$ cat config.mk
export PLATFORM = sky130hd
export DESIGN_NAME = alu_status_reg
export DESIGN_NICKNAME = d
export VERILOG_FILES = /design/src/rtl/alu_status_reg.sv
export SDC_FILE = /design/constraint.sdc
export NUM_CORES = 1
export LEC_CHECK = 0
export CAP_MARGIN = 25
export CELL_PAD_IN_SITES_DETAIL_PLACEMENT = 0
export CELL_PAD_IN_SITES_GLOBAL_PLACEMENT = 1
export CORE_MARGIN = 4
export CORE_UTILIZATION = 32
export CTS_CLUSTER_SIZE = 40
export DETAILED_ROUTE_END_ITERATION = 8
export PLACE_DENSITY = 0.86
export SYNTH_ARGS = -nofsm -noshare
export SYNTH_HDL_FRONTEND = slang
export SYNTH_SLANG_ARGS = --single-unit
$ cat constraint.sdc
create_clock -name clk -period 1.9 [get_ports clk]
set_clock_uncertainty 0.15 [all_clocks]
set_input_delay 0.57 -clock clk [delete_from_list [all_inputs] [get_ports clk]]
set_output_delay 0.57 -clock clk [all_outputs]
set_load 0.02 [all_outputs]
$ cat src/rtl/alu_status_reg.sv
// Registered ALU status word with sticky overflow/carry, a saturating overflow-event
// counter, and a valid/ready condition-code evaluator that answers against the held status.
module alu_status_reg #(
  parameter int CNT_W = 8
) (
  input  logic             clk,
  input  logic             rst,
  input  logic             in_valid,
  input  logic             in_zero,
  input  logic             in_sign,
  input  logic             in_parity,
  input  logic             in_overflow,
  input  logic             in_carry,
  input  logic             clr_sticky,
  input  logic             cond_req,
  input  logic [3:0]       cond_code,
  input  logic             cond_ready,
  output logic [4:0]       status,
  output logic             sticky_ovf,
  output logic             sticky_carry,
  output logic [CNT_W-1:0] ovf_count,
  output logic             cond_valid,
  output logic             cond_true
);

  localparam logic [0:0] S_IDLE = 1'b0;
  localparam logic [0:0] S_RESP = 1'b1;
  localparam logic [CNT_W-1:0] CNT_MAX = '1;

  logic [4:0]       status_q, status_d;
  logic             sticky_ovf_q, sticky_ovf_d;
  logic             sticky_carry_q, sticky_carry_d;
  logic [CNT_W-1:0] ovf_count_q, ovf_count_d;
  logic [0:0]       state_q, state_d;
  logic             cond_true_q, cond_true_d;
  logic             cond_eval;
  logic             ovf_event;
  logic             f_z, f_s, f_p, f_v, f_c, f_lt;

  assign f_z  = status_q[0];
  assign f_s  = status_q[1];
  assign f_p  = status_q[2];
  assign f_v  = status_q[3];
  assign f_c  = status_q[4];
  assign f_lt = f_s ^ f_v;

  // Evaluated against the registered status, so a same-edge in_valid is not seen.
  always_comb begin
    cond_eval = 1'b0;
    case (cond_code)
      4'd0:    cond_eval = 1'b1;
      4'd1:    cond_eval = f_z;
      4'd2:    cond_eval = ~f_z;
      4'd3:    cond_eval = f_s;
      4'd4:    cond_eval = ~f_s;
      4'd5:    cond_eval = f_c;
      4'd6:    cond_eval = ~f_c;
      4'd7:    cond_eval = f_v;
      4'd8:    cond_eval = ~f_v;
      4'd9:    cond_eval = f_p;
      4'd10:   cond_eval = ~f_p;
      4'd11:   cond_eval = f_lt;
      4'd12:   cond_eval = ~f_lt;
      4'd13:   cond_eval = ~f_z & ~f_lt;
      4'd14:   cond_eval = f_z | f_lt;
      default: cond_eval = 1'b0;
    endcase
  end

  assign ovf_event = in_valid & in_overflow;

  always_comb begin
    status_d       = status_q;
    sticky_ovf_d   = sticky_ovf_q;
    sticky_carry_d = sticky_carry_q;
    ovf_count_d    = ovf_count_q;
    if (in_valid) begin
      status_d = {in_carry, in_overflow, in_parity, in_sign, in_zero};
    end
    if (clr_sticky) begin
      sticky_ovf_d   = 1'b0;
      sticky_carry_d = 1'b0;
      ovf_count_d    = '0;
    end
    // A set arriving with a clear survives it; the counter restarts at 1.
    if (ovf_event) begin
      sticky_ovf_d = 1'b1;
      if (clr_sticky) begin
        ovf_count_d = {{(CNT_W-1){1'b0}}, 1'b1};
      end else if (ovf_count_q != CNT_MAX) begin
        ovf_count_d = ovf_count_q + 1'b1;
      end
    end
    if (in_valid && in_carry) begin
      sticky_carry_d = 1'b1;
    end
  end

  always_comb begin
    state_d     = state_q;
    cond_true_d = cond_true_q;
    case (state_q)
      S_IDLE: begin
        if (cond_req) begin
          state_d     = S_RESP;
          cond_true_d = cond_eval;
        end
      end
      default: begin
        if (cond_ready) begin
          state_d = S_IDLE;
        end
      end
    endcase
  end

  always_ff @(posedge clk or posedge rst) begin
    if (rst) begin
      status_q       <= '0;
      sticky_ovf_q   <= 1'b0;
      sticky_carry_q <= 1'b0;
      ovf_count_q    <= '0;
      state_q        <= S_IDLE;
      cond_true_q    <= 1'b0;
    end else begin
      status_q       <= status_d;
      sticky_ovf_q   <= sticky_ovf_d;
      sticky_carry_q <= sticky_carry_d;
      ovf_count_q    <= ovf_count_d;
      state_q        <= state_d;
      cond_true_q    <= cond_true_d;
    end
  end

  assign status       = status_q;
  assign sticky_ovf   = sticky_ovf_q;
  assign sticky_carry = sticky_carry_q;
  assign ovf_count    = ovf_count_q;
  assign cond_valid   = (state_q == S_RESP);
  assign cond_true    = cond_true_q;

endmodule

Word-level counts from Yosys, hierarchy flattened
Index checks and enable logic that the tools add are counted.
{"block": "totals", "wordCells": 49, "reg_bits": 17, "output_inout_bits": 17}
{"block": "op_classes", "n_eq_ne": 15, "n_reduce_logical": 5, "n_mux": 11, "n_bitwise": 11, "addsub": 1}
{"op": "8-bit two-way mux", "count": 4}
{"op": "4-bit == test (second input constant)", "count": 7}
{"op": "4-bit by 3-bit == test with 1-bit output (second input constant)", "count": 4}
{"op": "1-bit one-hot mux with 15 select lines", "count": 1}
{"op": "8-bit by 1-bit adder with 8-bit output (second input constant)", "count": 1}
{"op": "4-bit by 2-bit == test with 1-bit output (second input constant)", "count": 2}
{"op": "8-bit != test (second input constant)", "count": 1}
{"op": "1-bit inverter", "count": 7}
{"op": "1-bit two-way mux", "count": 6}
{"op": "4-bit by 1-bit == test with 1-bit output (second input constant)", "count": 1}
{"op": "4-bit zero test", "count": 1}
{"op": "2-bit nonzero test", "count": 2}
{"op": "1-bit bitwise AND", "count": 2}
{"op": "2-bit AND reduction", "count": 1}
{"op": "1-bit logical AND", "count": 1}
{"op": "1-bit bitwise OR", "count": 1}
{"op": "1-bit bitwise XOR", "count": 1}

Logic depth before layout (Yosys ltp)
{"block": "depth", "word_depth": 4, "ltp_mapped": 6, "depth_no_buf": 6}

Worst setup path before layout
No wires, ideal clock.
{"block": "synth_timing", "path_type": "register -> register", "start": "register ovf_count_q[0] (netlist: ovf_count[0])", "end": "register ovf_count_q[3] (netlist: ovf_count[3])", "required_ps": 1672, "slack_ps": 98, "synth_period_minus_slack_ps": 1802, "setup_ps": 78, "stages_incl_launch_ff": 6, "path_buffers": 0, "arrival_time_ps": 1574, "cell_sequence": "dfrtp_1 ha_1 and2_1 and4_1 or3_1 a21oi_1"}
{"block": "synth_via", "elab_chain_cells": 4, "word_cells_on_any_way": 5, "classes_between": "1 x add/sub; 1 x eq/ne; 3 x mux"}
{"item": "start: declaration", "line_no": "33", "text": "logic [CNT_W-1:0] ovf_count_q, ovf_count_d;"}
{"item": "start signal: assignment", "line_no": "129", "text": "ovf_count_q <= ovf_count_d;"}
{"item": "8-bit by 1-bit adder with 8-bit output / 8-bit != test (equally long branches)", "line_no": "91, 90"}
{"item": "8-bit two-way mux *", "line_no": "90", "text": "end else if (ovf_count_q != CNT_MAX) begin"}
{"item": "8-bit two-way mux *", "line_no": "88", "text": "if (clr_sticky) begin"}
{"item": "8-bit two-way mux *", "line_no": "86", "text": "if (ovf_event) begin"}
{"item": "named net ovf_count_d[3]", "line_no": "33"}
The timed path passes the listed nets; every way through them passes the cells marked *.
A chain may end at the register's enable or synchronous reset.

Worst setup path after layout
Ends and elaborated chain as after synthesis.

==> results.py <==
metrics = {
    "status": {
        "outcome": "complete, no violations",
    },
    "finish": {
        "mostFrequentLayoutCells": "dlygate4sd2_1 (19), dfrtp_1 (17), nand2_1 (11), clkdlybuf4s50_1 (11), buf_4 (11)",
        "utilization_pct": 49.2,
        "fillCellCount": 273,
        "final_nets": 163,
        "drive_above_1_share_pct": 15.1,
        "area_delta_synth_final_pct": 45.2,
        "n_antenna_cell": 0,
        "final_common_cell": "dlygate4sd2_1",
        "fin_cells": 177,
    },
    "power": {
        "clkPwrFrac_pct": 23.5,
        "power_leakage_nw": 0.663,
        "p_switching_mw": 0.246,
        "power_frac_comb_pct": 26.0,
        "p_per_area_nw_per_um2": 593,
        "ir_drop_mv": 0.361,
        "intPower_mw": 0.566,
        "total_power_mw": 0.811,
        "sw_frac_of_total_pct": 30.3,
        "power_frac_seq_pct": 50.5,
    },
    "timing": {
        "timing.final.crit_share_pct": 96.6,
        "period_needed_ps": 1830,
        "slew_headroom_pct": 79.8,
        "setup_slack_ps": 65.1,
        "slew_viol_final": 0,
        "fmax_mhz": 545,
        "rsz0062_at_grt": "false",
        "hold_viol": 0,
        "final-setup-viol-count": 0,
        "worstMarginPinSlew_ps": 298,
    },
    "floorplanning": {
        "row_count": 19,
        "start_util_pct": 33.9,
        "die_w_um": 62.3,
        "die_h_um": 62.3,
        "dieArea_um2": 3880,
        "fp.coreArea_um2": 2780,
        "ios": 32,
    },
    "critical_path": {
        "slowest_stage": "dfrtp_1",
        "startpoint_type": "flip-flop",
        "cp_cell_sequence": "ha_1 -> and2_1 -> and4_2 -> or3_1 -> a21oi_1",
        "arrival_ps": 1900,
        "path_class": "flip-flop to flip-flop",
        "worst-path-max-fanout": 6,
        "cp-startpoint": "ovf_count[0]$_DFF_PP0_",
        "crit_required_ps": 1970,
        "worstReg2RegStart": "ovf_count[0]$_DFF_PP0_",
        "slowest_delay_ps": 420,
        "end_kind": "flip-flop",
    },
    "detailed_routing": {
        "vias": 893,
        "dr.pass1.iters": 4,
        "drt_iter0_markers": 50,
        "routed_wl_um": 2310,
        "avgRoutedWirePerCell_um": 13.1,
        "drc": 0,
        "antenna_left": 0,
        "via_per_inst": 5.05,
    },
    "clocking": {
        "cts_buffers": 3,
        "cts.clk_slew.worst_paths_ps": 100,
        "post_cts_buffers": 0,
        "root_buffer": "clkbuf_4",
        "htreeDepth": 1,
        "cts_tree": "yes",
        "cts_hold_buf": 0,
        "clk_latency_ps": 290,
        "max-clock-path-buffers": 2,
        "cts.sinks": 17,
    },
    "synth": {
        "syn_avg_cell_area_um2": 9.15,
        "synth_cell_types": 36,
        "syn_inst": 103,
        "synth-seq-cells": 17,
        "yosysWarningCount": 0,
        "syn_nets": 119,
        "synth.cell_area_um2": 942,
        "ys_seq_area_share_pct": 45.2,
    },
    "global_routing": {
        "grt_max_degree": 18,
        "antenna_found_initial": 0,
        "grt_first_pass_wirelength_um": 4000,
        "grt_use_total_pct": 12.4,
        "grt_overflow": 0,
        "grt_pass1_vias": 900,
    },
    "placement": {
        "pre_cts_ws_ps": -363,
        "dp_cells": 173,
        "port_buffers": 31,
        "hpwl_um": 1790,
        "gp_congestion": 0.919,
    },
    "job": {
        "maxCapViolations": 0,
    },
    "worst_hold_path": {
        "hp-start": "cond_valid$_DFF_PP0_",
        "holdCritPathClass": "flip-flop to flip-flop",
    },
}
## kinds of logic (layout without fill, tap and decap cells)
group,after synthesis,after routing,share of synthesized area [%]
flops,17,17,45.2
buf+inv,12,55,5.71
xor+xnor,4,4,3.72
simple gates,41,41,23.1
fa+ha+maj,1,1,1.33
compound gates,22,22,14.3
mux,6,6,6.64
## metrics by stage
stage	setup TNS, ps	area, um2	hold slack, ps
after floorplan	0	942	346
after global placement	-2240	1350	327
after detailed placement	-2340	1350	340
after CTS	0	1360	351
after global routing	0	1370	402
final	0	1370	344
## cell usage after synthesis
| cell | number | area [um2] |
|---|---|---|
| dfrtp_1 | 17 | 425 |
| nand2_1 | 11 | 41.3 |
| nor2_1 | 10 | 37.5 |
| inv_1 | 9 | 33.8 |
| o21ai_0 | 9 | 45.0 |
| a21oi_1 | 5 | 25.0 |
| mux2i_1 | 4 | 40.0 |
| nand2b_1 | 3 | 18.8 |
| nand3_1 | 3 | 15.0 |
| and2_1 | 2 | 12.5 |
| mux2_2 | 2 | 22.5 |
| nand4_1 | 2 | 12.5 |
| xnor2_1 | 2 | 17.5 |
| xor2_1 | 2 | 17.5 |
| a2111oi_0 | 1 | 8.76 |
| a31oi_1 | 1 | 6.26 |
| a32o_1 | 1 | 10.0 |
| a41oi_1 | 1 | 8.76 |
| and3_1 | 1 | 6.26 |
| and4_1 | 1 | 8.76 |
| buf_2 | 1 | 5.00 |
| buf_6 | 1 | 11.3 |
| clkbuf_1 | 1 | 3.75 |
| ha_1 | 1 | 12.5 |
| nand2_4 | 1 | 11.3 |
| nand3b_1 | 1 | 7.51 |
| nor2b_1 | 1 | 6.26 |
| nor3_1 | 1 | 5.00 |
| nor3_2 | 1 | 10.0 |
| nor3b_1 | 1 | 7.51 |
| o2111ai_1 | 1 | 8.76 |
| o211ai_1 | 1 | 7.51 |
| o22ai_1 | 1 | 6.26 |
| o32ai_1 | 1 | 8.76 |
| or3_1 | 1 | 6.26 |
| or3_4 | 1 | 11.3 |
## area by class of cell
class / count / area [um2] / share of cell area [%]
repair buffers: 42 / 372 / 27.2
multi-input cells: 74 / 470 / 34.4
well taps: 31 / 38.8 / 2.84
inverters: 9 / 33.8 / 2.47
clock inverters: 1 / 5.00 / 0.366
flip-flops and latches: 17 / 425 / 31.1
clock buffers: 3 / 22.5 / 1.65
## path summary, 6_finish.rpt
check                                          to  slack [ps]  cells after the start
setup reg to reg           ovf_count[3]$_DFF_PP0_          70                      5
hold / removal               cond_valid$_DFF_PP0_         340                      1
hold reg to reg              cond_valid$_DFF_PP0_         340                      1
setup / recovery           ovf_count[3]$_DFF_PP0_          70                      5
max in group asynchronous  ovf_count[1]$_DFF_PP0_         980                      3
min in group asynchronous    cond_valid$_DFF_PP0_         430                      3
## power by group through the flow
| stage | sequential (mW) | clock (mW) | combinational, mW |
|---|---|---|---|
| final | 0.410 | 0.190 | 0.211 |
| after global routing | 0.415 | 0.213 | 0.232 |
| after CTS | 0.410 | 0.203 | 0.213 |
| after detailed placement | 0.418 | 0 | 0.232 |
| after global placement | 0.417 | 0 | 0.229 |
| after floorplan | 0.450 | 0 | 0.0755 |
## flip-flops by register name (all words and copies together) (netlist names)
register	flops
ovf_count	8
status	5
cond_true	1
cond_valid	1
sticky_carry	1
sticky_ovf	1
## per-layer routing
metal	part of all wire (%)	vias to the layer above	global-route usage (%)
met5	0	-	0
met4	0.35	0	4.77
met3	6.0	2	3.42
met2	47	23	20.2
met1	46	422	15.5
li1	-	446	-
## critical path: cells and delay by family, from the launching register on
family,cells,cell delay [ps]
AOI/OAI and AO/OA,1,140
adders and majority gates,1,220
DFF,1,420
and+or+nand+nor,3,840
## timing repair
action / CTS / global route
resized for setup: 19 / 4
endpoints found under the setup margin: 19 / 3
pin swaps: 0 / 0
No activity file was read; power rests on OpenSTA's default activity.
